## src/rtl/lock_pkg.sv

```systemverilog
// Shared state encoding, side constants and sizing helper for the two-door lock sequencer.
package lock_pkg;

  typedef enum logic [3:0] {
    IDLE     = 4'd0,
    PRE_MOVE = 4'd1,
    OPEN_A   = 4'd2,
    SHUT_A   = 4'd3,
    MOVE     = 4'd4,
    OPEN_B   = 4'd5,
    SHUT_B   = 4'd6,
    ABORT    = 4'd7,
    ERROR    = 4'd8
  } state_t;

  localparam logic SIDE_IN  = 1'b0;
  localparam logic SIDE_OUT = 1'b1;

  function automatic int max3(input int a, input int b, input int c);
    int m;
    m = (a > b) ? a : b;
    return (m > c) ? m : c;
  endfunction

endpackage

```

## src/rtl/req_counter.sv

```systemverilog
// Saturating pending-request counter; an increment and a decrement in the same cycle cancel out.
module req_counter #(
  parameter int W = 3
) (
  input  logic         clock,
  input  logic         reset,
  input  logic         inc,
  input  logic         dec,
  output logic [W-1:0] count
);

  // NOTE: sequential state is only ever written with <= so every flop samples pre-edge values.
  always_ff @(posedge clock or negedge reset) begin
    if (!reset) begin
      count <= '0;
    end else if (inc && !dec && count != '1) begin
      count <= count + 1'b1;
    end else if (dec && !inc && count != '0) begin
      count <= count - 1'b1;
    end
  end

endmodule

```

## src/rtl/lock_scheduler.sv

```systemverilog
// Water lock chamber sequencer: arbitrates queued boat requests and steps doors and valves
// through fixed-length phases with boat sensor handshakes.
module lock_scheduler
  import lock_pkg::*;
#(
  parameter int CNT_W    = 3,
  parameter int MOVE_CYC = 16,
  parameter int DOOR_CYC = 4,
  parameter int TIMEOUT  = 64
) (
  input  logic             clock,
  input  logic             reset,
  input  logic             req_in,
  input  logic             req_out,
  input  logic             boat_enter,
  input  logic             boat_exit,
  output logic             iport_open,
  output logic             oport_open,
  output logic             fill_cmd,
  output logic             drain_cmd,
  output logic             level_hi,
  output logic             busy,
  output logic             serve_out,
  output logic [CNT_W-1:0] pend_in,
  output logic [CNT_W-1:0] pend_out,
  output logic             err
);

  localparam int TMR_W = $clog2(max3(MOVE_CYC, DOOR_CYC, TIMEOUT) + 1);
  localparam logic [TMR_W-1:0] MOVE_END = TMR_W'(MOVE_CYC - 1);
  localparam logic [TMR_W-1:0] DOOR_END = TMR_W'(DOOR_CYC - 1);
  localparam logic [TMR_W-1:0] WAIT_END = TMR_W'(TIMEOUT - 1);

  state_t           state, state_nx;
  logic [TMR_W-1:0] timer;
  logic             serve, serve_nx;
  logic             level, level_nx;
  logic             consume;
  logic             dec_in, dec_out;
  logic             any_in, any_out;

  assign any_in  = (pend_in != '0);
  assign any_out = (pend_out != '0);
  assign dec_in  = consume && (serve == SIDE_IN);
  assign dec_out = consume && (serve == SIDE_OUT);

  req_counter #(.W(CNT_W)) u_cnt_in (
    .clock (clock),
    .reset (reset),
    .inc   (req_in),
    .dec   (dec_in),
    .count (pend_in)
  );

  req_counter #(.W(CNT_W)) u_cnt_out (
    .clock (clock),
    .reset (reset),
    .inc   (req_out),
    .dec   (dec_out),
    .count (pend_out)
  );

  // NOTE: every signal written here gets a default first, so no path can infer a latch.
  always_comb begin
    state_nx = state;
    serve_nx = serve;
    level_nx = level;
    consume  = 1'b0;
    case (state)
      IDLE: begin
        if (any_in || any_out) begin
          // With both sides waiting, serve the side already matching the water level.
          serve_nx = (any_in && any_out) ? level : any_out;
          state_nx = (serve_nx == level) ? OPEN_A : PRE_MOVE;
        end
      end
      PRE_MOVE: begin
        if (timer == MOVE_END) begin
          level_nx = serve;
          state_nx = OPEN_A;
        end
      end
      OPEN_A: begin
        if (boat_enter) begin
          consume  = 1'b1;
          state_nx = SHUT_A;
        end else if (timer == WAIT_END) begin
          consume  = 1'b1;
          state_nx = ABORT;
        end
      end
      SHUT_A: if (timer == DOOR_END) state_nx = MOVE;
      MOVE: begin
        if (timer == MOVE_END) begin
          level_nx = ~level;
          state_nx = OPEN_B;
        end
      end
      OPEN_B: begin
        if (boat_exit)               state_nx = SHUT_B;
        else if (timer == WAIT_END)  state_nx = ERROR;
      end
      SHUT_B:  if (timer == DOOR_END) state_nx = IDLE;
      ABORT:   if (timer == DOOR_END) state_nx = IDLE;
      ERROR:   state_nx = ERROR;
      default: state_nx = IDLE;
    endcase
  end

  always_ff @(posedge clock or negedge reset) begin
    if (!reset) begin
      state <= IDLE;
      timer <= '0;
      serve <= SIDE_IN;
      level <= 1'b0;
    end else begin
      state <= state_nx;
      serve <= serve_nx;
      level <= level_nx;
      // Timer restarts on every phase change; it rests at zero where no phase is timed.
      if (state_nx != state || state == IDLE || state == ERROR) timer <= '0;
      else                                                      timer <= timer + 1'b1;
    end
  end

  logic entry_open, exit_open;
  assign entry_open = (state == OPEN_A);
  assign exit_open  = (state == OPEN_B) || (state == ERROR);

  assign iport_open = (entry_open && serve == SIDE_IN)  || (exit_open && serve == SIDE_OUT);
  assign oport_open = (entry_open && serve == SIDE_OUT) || (exit_open && serve == SIDE_IN);
  assign fill_cmd   = (state == PRE_MOVE && serve == SIDE_OUT) || (state == MOVE && serve == SIDE_IN);
  assign drain_cmd  = (state == PRE_MOVE && serve == SIDE_IN)  || (state == MOVE && serve == SIDE_OUT);
  assign level_hi   = level;
  assign busy       = (state != IDLE);
  assign serve_out  = serve;
  assign err        = (state == ERROR);

endmodule

```

## config.mk

```make
export PLATFORM = sky130hd
export DESIGN_NAME = lock_scheduler
export DESIGN_NICKNAME = d
export VERILOG_FILES = /design/src/rtl/lock_pkg.sv /design/src/rtl/req_counter.sv /design/src/rtl/lock_scheduler.sv
export SDC_FILE = /design/constraint.sdc
export NUM_CORES = 1
export LEC_CHECK = 0
export BUFFER_PORTS_ARGS = -buffer_cell sky130_fd_sc_hd__buf_2
export CORE_ASPECT_RATIO = 1.4
export CORE_MARGIN = 2
export CORE_UTILIZATION = 57
export DETAILED_ROUTE_END_ITERATION = 10
export PLACE_DENSITY = 0.79
export SYNTH_ARGS = -nofsm -noshare
export SYNTH_HDL_FRONTEND = slang
export SYNTH_SLANG_ARGS = --single-unit
export TNS_END_PERCENT = 20
```

## constraint.sdc

```tcl
create_clock -name clock -period 3.3 [get_ports clock]
set_clock_uncertainty 0.05 [all_clocks]
set_input_delay 0.495 -clock clock [delete_from_list [all_inputs] [get_ports clock]]
set_output_delay 0.495 -clock clock [all_outputs]
set_load 0.02 [all_outputs]
```

==> flow_metrics.env, run 1 <==
export IMPL_place_hpwl_um=2710
export IMPL_areaGrowthSynthToFinish_pct=8.09
export IMPL_yosys_area_top_type="dfrtp_1"
export IMPL_syn_area_sq_um=1520
export IMPL_wl_um=3520
export IMPL_crit_path_frequent_cell="nand2_1"
export IMPL_nNetsFinal=210
export IMPL_slowest_delay_ns=0.56
export IMPL_synth_xor_area_share_pct=2.31
export IMPL_cts_made_buffers=3
export IMPL_avgRoutedWirePerCell_um=14.9
export IMPL_yosysWarnings=0
export IMPL_status="complete, no violations"
export IMPL_grt_usage_pct=25.8
export IMPL_die_area_sq_um=3090
export IMPL_clkSinkCount=19
export IMPL_synth_ff_type="dfrtp_1"
export IMPL_yosys_area_share_simple_pct=27.3
export IMPL_drt_iter0_drc=55
export IMPL_hold_slack_ns=0.0641
export IMPL_synth_fa_ha_area_share_pct=3.47
export IMPL_worstMarginPinSlew_ns=0.667
export IMPL_syn_inst=188
export IMPL_end_kind="register"
export IMPL_gp_congestion=0.856
export IMPL_first_pass_iters=4
export IMPL_cp_depth=10
export IMPL_num_antenna_cells=0
export IMPL_vias_per_cell=6.38
export IMPL_antenna_found_initial=0
export IMPL_core_area_sq_um=2590
export IMPL_overflow=0
export IMPL_yosysSeqAreaShare_pct=31.4
export IMPL_power_density_nw_per_um2=895
export IMPL_reg2reg_setup_slack_ns=0.45
export IMPL_drive_gt1_share_pct=15.5
export IMPL_rows=22
export IMPL_dpl_cell_count=232
export IMPL_grt_max_degree=20
export IMPL_relSlewSlack_pct=55.2
export IMPL_clk_pin_slew_worst_paths_ns=0.10
export IMPL_via_count=1506
export IMPL_finalCritPeriodShare_pct=86.3
export IMPL_io_pins=20
export IMPL_crit_slowest_cell="fa_1"
export IMPL_fillers=251
export IMPL_async_flop_share_pct=100
export IMPL_crit_start="state[1]"
export IMPL_h_tree_depth=1
export IMPL_synth_cell_type_count=49
export IMPL_r2r_end="u_cnt_in.count[1]"
export IMPL_synthMuxAreaShare_pct=1.40
export IMPL_synth_top_area_share_pct=31.4
export IMPL_clock_fmax_ghz=0.351
export IMPL_finalHoldViolCount=0
export IMPL_rsz0062_at_grt="false"
export IMPL_die_h_um=65.0
export IMPL_cp_start_kind="register"
export IMPL_synth_top_cells_by_area="dfrtp_1 (31%), nor2_1 (4.7%), nor3_1 (4.6%), a211oi_1 (4.0%), nand2_1 (3.7%)"
export IMPL_fin_setup_tns_ns=0
export IMPL_r2r_cells=10
export IMPL_cts_setup_buffers=0
export IMPL_path_class="register to register"
export IMPL_peakVddDrop_mv=0.416
export IMPL_p_leak_nw=0.703
export IMPL_ys_ff_latch=19
export IMPL_cp_num_buf_inv=0
export IMPL_critPathArrivalTime_ns=3.00
export IMPL_required_ns=3.45
export IMPL_fin_cells=236
export IMPL_crit_path_end="u_cnt_in.count[1]"
export IMPL_post_cts_resized=0
export IMPL_drv_slew=0
export IMPL_worstSkewPairLatency_ns=0.30
export IMPL_synth_compound_area_share_pct=28.8
export IMPL_root_buffer="clkbuf_4"
export IMPL_die_w_um=47.6
export IMPL_synth_top_family_by_area="compound AO/OA/AOI/OAI gates"
export IMPL_worstPathCellList="nor2b_1, and3_1, nand2_1, nand2_1, a31o_2, fa_1, nor2_1, nand2_1, o21ai_0, a221oi_1"
export IMPL_final_cell_mix="nor2_1 (19), buf_2 (19), dfrtp_1 (19)"
export IMPL_syn_nets=197
export IMPL_synth_avg_cell_area_sq_um=8.07
export IMPL_port_buffer_count=19
export IMPL_drc_errors=0
export IMPL_synth_edff_count=0
export IMPL_initial_utilization_pct=58.6
export IMPL_max_cap_violations=0
export IMPL_ant_nets=0
export IMPL_setup_viol=0
export IMPL_hold_class="input pin to asynchronous set/reset pin"
export IMPL_cts_tree="done"
export IMPL_worstPathMaxFanout=16
export IMPL_grt_pass1_wl_um=5870
export IMPL_hold_buffers=0
export IMPL_fin_crit_ns=2.85
export IMPL_grt_pass1_vias=1353
export IMPL_total_power_mw=1.47
export IMPL_r2r_start="state[1]"
export IMPL_cts_path_max_buffers=2
export IMPL_critPathTopFamily="simple AND/OR/NAND/NOR gates"
-- report_power, final --
part	switching, mW	leakage (nW)	internal (mW)
combinational	0.512	0.443	0.362
clock	0.0707	0.0150	0.0471
sequential	0.171	0.245	0.304
total	0.754	0.703	0.713
-- stage by stage --
step	instance area [sq um]	util, %	worst slack [ns]
4_1_cts	1640	63.3	0.471
2_1_floorplan	1520	-	0.788
6_report	1640	63.3	0.452
3_5_place_dp	1610	62.3	0.511
3_3_place_gp	1610	62.3	0.527
5_1_grt	1640	63.3	0.232
-- registers in the layout, indices dropped and copies added (netlist names) --
register and cells:
u_cnt_in.count 3, state 4, timer 7, level_hi 1
serve_out 1, u_cnt_out.count 3
-- cell type report --
cell class                      instances  area, sq um  share of cell area (%)
Clock buffer                            4         26.3                    1.60
Inverter                               10         37.5                    2.29
Multi-Input combinational cell        148          960                    58.5
Sequential cell                        19          475                    29.0
Tap cell                               36         45.0                    2.75
Timing Repair Buffer                   19         95.1                    5.80
-- Yosys cell counts (3+ instances only) --
master / n
o22ai_1: 4
clkbuf_1: 8
nand2_1: 15
nor3_1: 14
nor2b_1: 3
o21ai_0: 11
o32ai_1: 3
o31ai_1: 4
a21oi_1: 8
and3_1: 4
nor2_1: 19
dfrtp_1: 19
a31oi_1: 3
a211oi_1: 8
nand3_1: 5
inv_1: 10
nor4_1: 3
a21o_1: 4
-- routing by layer --
metal,track usage (%),vias to the layer above,routed length (um)
met5,0,-,0
met4,10.5,0,95
met3,3.34,8,158
met2,44.3,47,1840
met1,30.6,727,1420
li1,-,724,-
-- worst min path at each step --
| stage | start | end | cells after the start |
|---|---|---|---|
| floorplan | reset | level_hi | 0 |
| global placement | timer[0] | timer[0] | 1 |
| detailed placement | reset | serve_out | 1 |
| CTS | reset | serve_out | 1 |
| global route | reset | state[3] | 1 |
| finish | reset | state[3] | 1 |
-- logic make-up after synthesis --
group,count (synthesis)
and+or+nand+nor,79
AOI/OAI and AO/OA,60
buffers and inverters,21
DFF,19
xor gates and xnor gates,4
adders and majority gates,3
muxes,2
Power figures use the tool's default switching activity.
==> inputs of run 2 (changes only) <==
--- a/config.mk
+++ b/config.mk
@@ -5,12 +5,13 @@
 export SDC_FILE = /design/constraint.sdc
 export NUM_CORES = 1
 export LEC_CHECK = 0
+export ABC_AREA = 1
 export BUFFER_PORTS_ARGS = -buffer_cell sky130_fd_sc_hd__buf_2
 export CORE_ASPECT_RATIO = 1.4
 export CORE_MARGIN = 2
-export CORE_UTILIZATION = 57
+export CORE_UTILIZATION = 51
 export DETAILED_ROUTE_END_ITERATION = 10
-export PLACE_DENSITY = 0.79
+export PLACE_DENSITY = 0.75
 export SYNTH_ARGS = -nofsm -noshare
 export SYNTH_HDL_FRONTEND = slang
 export SYNTH_SLANG_ARGS = --single-unit
==> constraint.sdc (replaced) <==
create_clock -name clock -period 2.4 [get_ports clock]
set_clock_uncertainty 0.05 [all_clocks]
set_input_delay 0.36 -clock clock [delete_from_list [all_inputs] [get_ports clock]]
set_output_delay 0.36 -clock clock [all_outputs]
set_load 0.02 [all_outputs]
==> flow_metrics.env, run 2 <==
export IMPL_num_antenna_cells=0
export IMPL_overflow=0
export IMPL_p_comb_share_pct=64.2
export IMPL_fin_crit_ns=2.23
export IMPL_worstSkewPairLatency_ns=0.30
export IMPL_peakVddDrop_mv=0.538
export IMPL_netlist_top_cells_count="nand2_1 (30), inv_1 (22), dfrtp_1 (19), nand3_1 (14)"
export IMPL_port_buffer_count=19
export IMPL_synth_top_area_share_pct=34.3
export IMPL_cts_tree="done"
export IMPL_grt_max_degree=20
export IMPL_nNetsFinal=213
export IMPL_grt_use_met2_pct=42.5
export IMPL_end_kind="register"
export IMPL_clk_pin_slew_worst_paths_ns=0.11
export IMPL_crit_slowest_cell="dfrtp_1"
export IMPL_path_class="register to register"
export IMPL_largestRegisters="timer: 7 flops, state: 4 flops"
export IMPL_die_w_um=48.1
export IMPL_yosysSeqAreaShare_pct=34.3
export IMPL_synth_cell_type_count=25
export IMPL_synth_avg_cell_area_sq_um=7.79
export IMPL_largest_reg_flops=7
export IMPL_p_leak_nw=0.758
export IMPL_synth_ff_type="dfrtp_1"
export IMPL_finalHoldViolCount=0
export IMPL_die_h_um=65.7
export IMPL_slowest_delay_ns=0.40
export IMPL_cts_made_buffers=3
export IMPL_h_tree_depth=1
export IMPL_io_pins=20
export IMPL_use_met1_pct=22.3
export IMPL_final_cell_mix="nand2_1 (29), inv_1 (22), buf_2 (19), dfrtp_1 (19), nand3_1 (14)"
export IMPL_areaGrowthSynthToFinish_pct=13.6
export IMPL_synth_edff_count=0
export IMPL_rsz0062_at_grt="false"
export IMPL_antenna_found_initial=0
export IMPL_layout_commonest_cell="nand2_1"
export IMPL_drc_errors=0
export IMPL_worstMarginPinSlew_ns=0.432
export IMPL_internal_power_mw=0.890
export IMPL_via_count=1249
export IMPL_die_area_sq_um=3160
export IMPL_grt_pass1_vias=1283
export IMPL_place_hpwl_um=2350
export IMPL_fin_setup_tns_ns=0
export IMPL_power_density_nw_per_um2=1240
export IMPL_busiest_layer="met2"
export IMPL_clock_fmax_ghz=0.449
export IMPL_drt_iter0_drc=24
export IMPL_syn_area_sq_um=1390
export IMPL_yosysWarnings=0
export IMPL_ys_ff_latch=19
export IMPL_critPathArrivalTime_ns=2.38
export IMPL_syn_nets=187
export IMPL_worstPathCellList="ha_1, nand2_1, nor2_2, nand2_2, nand2_1, nand2_2, nor2_2, nor3_2, inv_2, fa_2, nor2_1, a21oi_2, xor2_1"
export IMPL_dpl_cell_count=233
export IMPL_async_flop_share_pct=100
export IMPL_relSlewSlack_pct=71.2
export IMPL_met3_usage_pct=4.40
export IMPL_clkSinkCount=19
export IMPL_initial_utilization_pct=53.0
export IMPL_rows=22
export IMPL_required_ns=2.55
export IMPL_root_buffer="clkbuf_4"
export IMPL_yosysMostFrequentCell="nand2_1"
export IMPL_worstPathMaxFanout=4
export IMPL_gp_congestion=0.824
export IMPL_syn_inst=178
export IMPL_wl_um=2940
export IMPL_drive_gt1_share_pct=36.0
export IMPL_hold_class="input pin to register"
export IMPL_status="complete, no violations"
export IMPL_power_switching_mw=1.06
export IMPL_drv_slew=0
export IMPL_vias_per_cell=5.23
export IMPL_max_cap_violations=0
export IMPL_first_pass_iters=4
export IMPL_clkPwrFrac_pct=8.3
export IMPL_core_area_sq_um=2620
export IMPL_yosys_area_top_type="dfrtp_1"
export IMPL_cts_path_max_buffers=2
export IMPL_ant_nets=0
export IMPL_cp_start_kind="register"
export IMPL_seqPwrFrac_pct=27.4
export IMPL_fin_cells=239
export IMPL_p_sw_share_pct=54.3
export IMPL_synth_top_cells_by_area="dfrtp_1 (34%), nand2_1 (8.1%), nor3_2 (6.5%), inv_1 (6.0%), nand3_1 (5.1%)"
export IMPL_max_flop_register="timer"
export IMPL_avgRoutedWirePerCell_um=12.3
export IMPL_fillers=251
export IMPL_finalCritPeriodShare_pct=92.8
export IMPL_grt_pass1_wl_um=5200
export IMPL_grt_usage_pct=22.6
export IMPL_setup_viol=0
[run 2: final timing paths]
kind / from / endpoint / slack (ns) / cells past startpoint
worst max register to register: timer[0] / u_cnt_in.count[2] / 0.17 / 13
min in group asynchronous: reset / u_cnt_in.count[1] / 0.46 / 2
max in group asynchronous: reset / timer[0] / 1.53 / 2
worst max-delay path: timer[0] / u_cnt_in.count[2] / 0.17 / 13
worst min-delay path: boat_enter / state[2] / 0.36 / 4
worst min register to register: timer[0] / timer[0] / 0.50 / 2
[run 2: area by class of cell]
| type | instances | area, sq um | area share, % |
|---|---|---|---|
| multi-input cells | 129 | 803 | 51.0 |
| flip-flops and latches | 19 | 475 | 30.2 |
| repair buffers | 21 | 113 | 7.15 |
| inverters | 30 | 113 | 7.15 |
| well taps | 36 | 45.0 | 2.86 |
| clock buffers | 4 | 26.3 | 1.67 |
[run 2: cells by family (layout without fill, tap and decap cells)]
kind of cell / after synthesis / count (layout) / synth area share [%]
adders and majority gates: 3 / 3 / 3.79
buffers and inverters: 30 / 55 / 8.12
xor gates and xnor gates: 8 / 8 / 5.05
and+or+nand+nor: 100 / 100 / 41.3
DFF: 19 / 19 / 34.3
AOI/OAI and AO/OA: 18 / 18 / 7.40
[run 2: critical path, delay by kind of cell (launching register included)]
kind | cells | cell delay, ns
buffers and inverters | 1 | 0.07
adders and majority gates | 2 | 0.59
and+or+nand+nor | 8 | 0.85
xor gates and xnor gates | 1 | 0.14
DFF | 1 | 0.40
AOI/OAI and AO/OA | 1 | 0.05
[run 2: power groups by stage]
stage | Sequential, mW | Clock (mW) | Combinational, mW
after floorplan | 0.600 | 0 | 0.886
after global placement | 0.541 | 0 | 1.20
after detailed placement | 0.546 | 0 | 1.24
after CTS | 0.538 | 0.172 | 1.25
after global routing | 0.556 | 0.189 | 1.41
final | 0.535 | 0.162 | 1.25
[run 2: metrics by stage]
stage	instance area [sq um]	worst slack (ns)	hold WS [ns]	total power [mW]	util (%)
after floorplan	1390	0.239	0.0144	1.49	-
after global placement	1530	0.176	0.267	1.74	58.4
after detailed placement	1530	0.108	0.276	1.78	58.4
after CTS	1560	0.108	0.346	1.96	59.8
after global routing	1580	0.00487	0.354	2.15	60.2
final	1580	0.172	0.356	1.95	60.2
[run 2: timing repair]
item,CTS,global route
hold buffers,1,0
setup endpoints to repair,0,2
resized for setup,0,2
buffers inserted,0,1
hold endpoints to repair,19,0
[run 2: routing by layer]
| metal | routed length, um | up-vias |
|---|---|---|
| met5 | 0 | - |
| met4 | 87 | 0 |
| met3 | 78 | 11 |
| met2 | 1690 | 29 |
| met1 | 1090 | 593 |
| li1 | - | 616 |
==> inputs of run 3 (changes only) <==
--- a/config.mk
+++ b/config.mk
@@ -9,9 +9,9 @@
 export BUFFER_PORTS_ARGS = -buffer_cell sky130_fd_sc_hd__buf_2
 export CORE_ASPECT_RATIO = 1.4
 export CORE_MARGIN = 2
-export CORE_UTILIZATION = 51
+export CORE_UTILIZATION = 56
 export DETAILED_ROUTE_END_ITERATION = 10
-export PLACE_DENSITY = 0.75
+export PLACE_DENSITY = 0.82
 export SYNTH_ARGS = -nofsm -noshare
 export SYNTH_HDL_FRONTEND = slang
 export SYNTH_SLANG_ARGS = --single-unit
==> constraint.sdc (replaced) <==
create_clock -name clock -period 2.35 [get_ports clock]
set_clock_uncertainty 0.05 [all_clocks]
set_input_delay 0.3525 -clock clock [delete_from_list [all_inputs] [get_ports clock]]
set_output_delay 0.3525 -clock clock [all_outputs]
set_load 0.02 [all_outputs]
==> flow_metrics.env, run 3 (synthesis results as in run 2) <==
export IMPL_status="complete, no violations"
export IMPL_path_class="register to register"
export IMPL_root_buffer="clkbuf_4"
export IMPL_place_hpwl_um=2280
export IMPL_cts_tree="done"
export IMPL_antenna_found_initial=0
export IMPL_finalCritPeriodShare_pct=92.5
export IMPL_largest_reg_flops=7
export IMPL_dp_slack_ns=0.0477
export IMPL_layout_commonest_cell="nand2_1"
export IMPL_fin_crit_ns=2.17
export IMPL_h_tree_depth=1
export IMPL_vias_per_cell=5.46
export IMPL_initial_utilization_pct=58.6
export IMPL_design_area_sq_um=1600
export IMPL_place_area_sq_um=1510
export IMPL_grt_usage_pct=23.3
export IMPL_p_leak_nw=0.769
export IMPL_max_flop_register="timer"
export IMPL_largestRegisters="timer: 7 flops, state: 4 flops"
export IMPL_io_pins=20
export IMPL_clkSinkCount=19
export IMPL_gp_congestion=0.825
export IMPL_fin_cells=228
export IMPL_first_pass_iters=4
export IMPL_setup_viol=0
export IMPL_ant_nets=0
export IMPL_end_kind="register"
export IMPL_rsz0062_at_grt="false"
export IMPL_total_power_mw=2.03
export IMPL_rows=21
export IMPL_setup_ws_ns=0.175
export IMPL_peakVddDrop_mv=0.646
export IMPL_worstMarginPinSlew_ns=0.432
export IMPL_drc_errors=0
export IMPL_required_ns=2.50
export IMPL_grt_pass1_wl_um=5150
export IMPL_final_cell_mix="nand2_1 (28), inv_1 (22), buf_2 (19), dfrtp_1 (19), nand3_1 (14)"
export IMPL_grt_max_degree=20
export IMPL_max_cap_violations=0
export IMPL_avgRoutedWirePerCell_um=12.9
export IMPL_cp_start_kind="register"
export IMPL_finalHoldViolCount=0
export IMPL_die_w_um=46.1
export IMPL_worstSkewPairLatency_ns=0.30
export IMPL_via_count=1246
export IMPL_hold_class="input pin to register"
export IMPL_grt_pass1_vias=1268
export IMPL_drive_gt1_share_pct=39.0
export IMPL_nNetsFinal=215
export IMPL_worstPathMaxFanout=4
export IMPL_drt_iter0_drc=24
export IMPL_port_buffer_count=19
export IMPL_hold_slack_ns=0.347
export IMPL_relSlewSlack_pct=71.2
export IMPL_areaGrowthSynthToFinish_pct=15.3
export IMPL_overflow=0
export IMPL_critPathArrivalTime_ns=2.32
export IMPL_clk_pin_slew_worst_paths_ns=0.11
export IMPL_utilization_pct=67.6
export IMPL_cts_path_max_buffers=2
export IMPL_wl_um=2940
export IMPL_fin_setup_tns_ns=0
export IMPL_core_area_sq_um=2360
export IMPL_cts_made_buffers=3
export IMPL_die_h_um=62.9
export IMPL_power_density_nw_per_um2=1270
export IMPL_clock_fmax_ghz=0.460
export IMPL_dpl_cell_count=220
export IMPL_num_antenna_cells=0
export IMPL_drv_slew=0
export IMPL_die_area_sq_um=2900
## run 3: where the power goes
part	leakage [nW]	switching [mW]	total, mW	internal, mW
combinational	0.506	0.874	1.31	0.436
sequential	0.245	0.122	0.554	0.432
clock	0.0177	0.105	0.168	0.0636
## run 3: path summary, 6_finish.rpt
path                               startpoint                  to  slack (ns)  cells past startpoint
max reg2reg                          timer[0]   u_cnt_in.count[2]        0.18                     13
max in group asynchronous               reset            timer[3]        1.48                      2
min                                boat_enter            state[2]        0.35                      4
min reg2reg                u_cnt_out.count[0]  u_cnt_out.count[0]        0.52                      1
max                                  timer[0]   u_cnt_in.count[2]        0.18                     13
min in group asynchronous               reset   u_cnt_in.count[2]        0.46                      2
## run 3: layout make-up
class | count | area, sq um
Clock buffer | 3 | 22.5
Fill cell | 187 | 767
Tap cell | 23 | 28.8
Clock inverter | 1 | 5.00
Inverter | 30 | 113
Timing Repair Buffer | 23 | 128
Sequential cell | 19 | 475
Multi-Input combinational cell | 129 | 826
## run 3: what timing repair did
item                                   4_1_cts  5_1_grt
hold buffers                                 1        0
buffers inserted                             0        3
setup endpoints to repair                    0        2
endpoints found under the hold margin       19        0
gates resized for setup                      0        8
## run 3: layer usage
| metal | GRT usage (%) | up-vias | share of wire, % |
|---|---|---|---|
| met3 | 1.73 | 4 | 2.7 |
| met5 | 0 | - | 0 |
| met2 | 42.5 | 34 | 59 |
| li1 | - | 621 | - |
| met4 | 12.5 | 0 | 1.6 |
| met1 | 24.0 | 587 | 37 |
## run 3: critical path: stages, from the launching register on
cell and delay (ns):
dfrtp_1 0.42, ha_2 0.22, nand2_2 0.09, nor2_2 0.05
nand2_2 0.08, nand2_1 0.06, nand2_2 0.09, nor2_2 0.06
nor3_4 0.21, inv_2 0.06, fa_2 0.36, nor2_2 0.13
a21oi_2 0.05, xor2_1 0.14
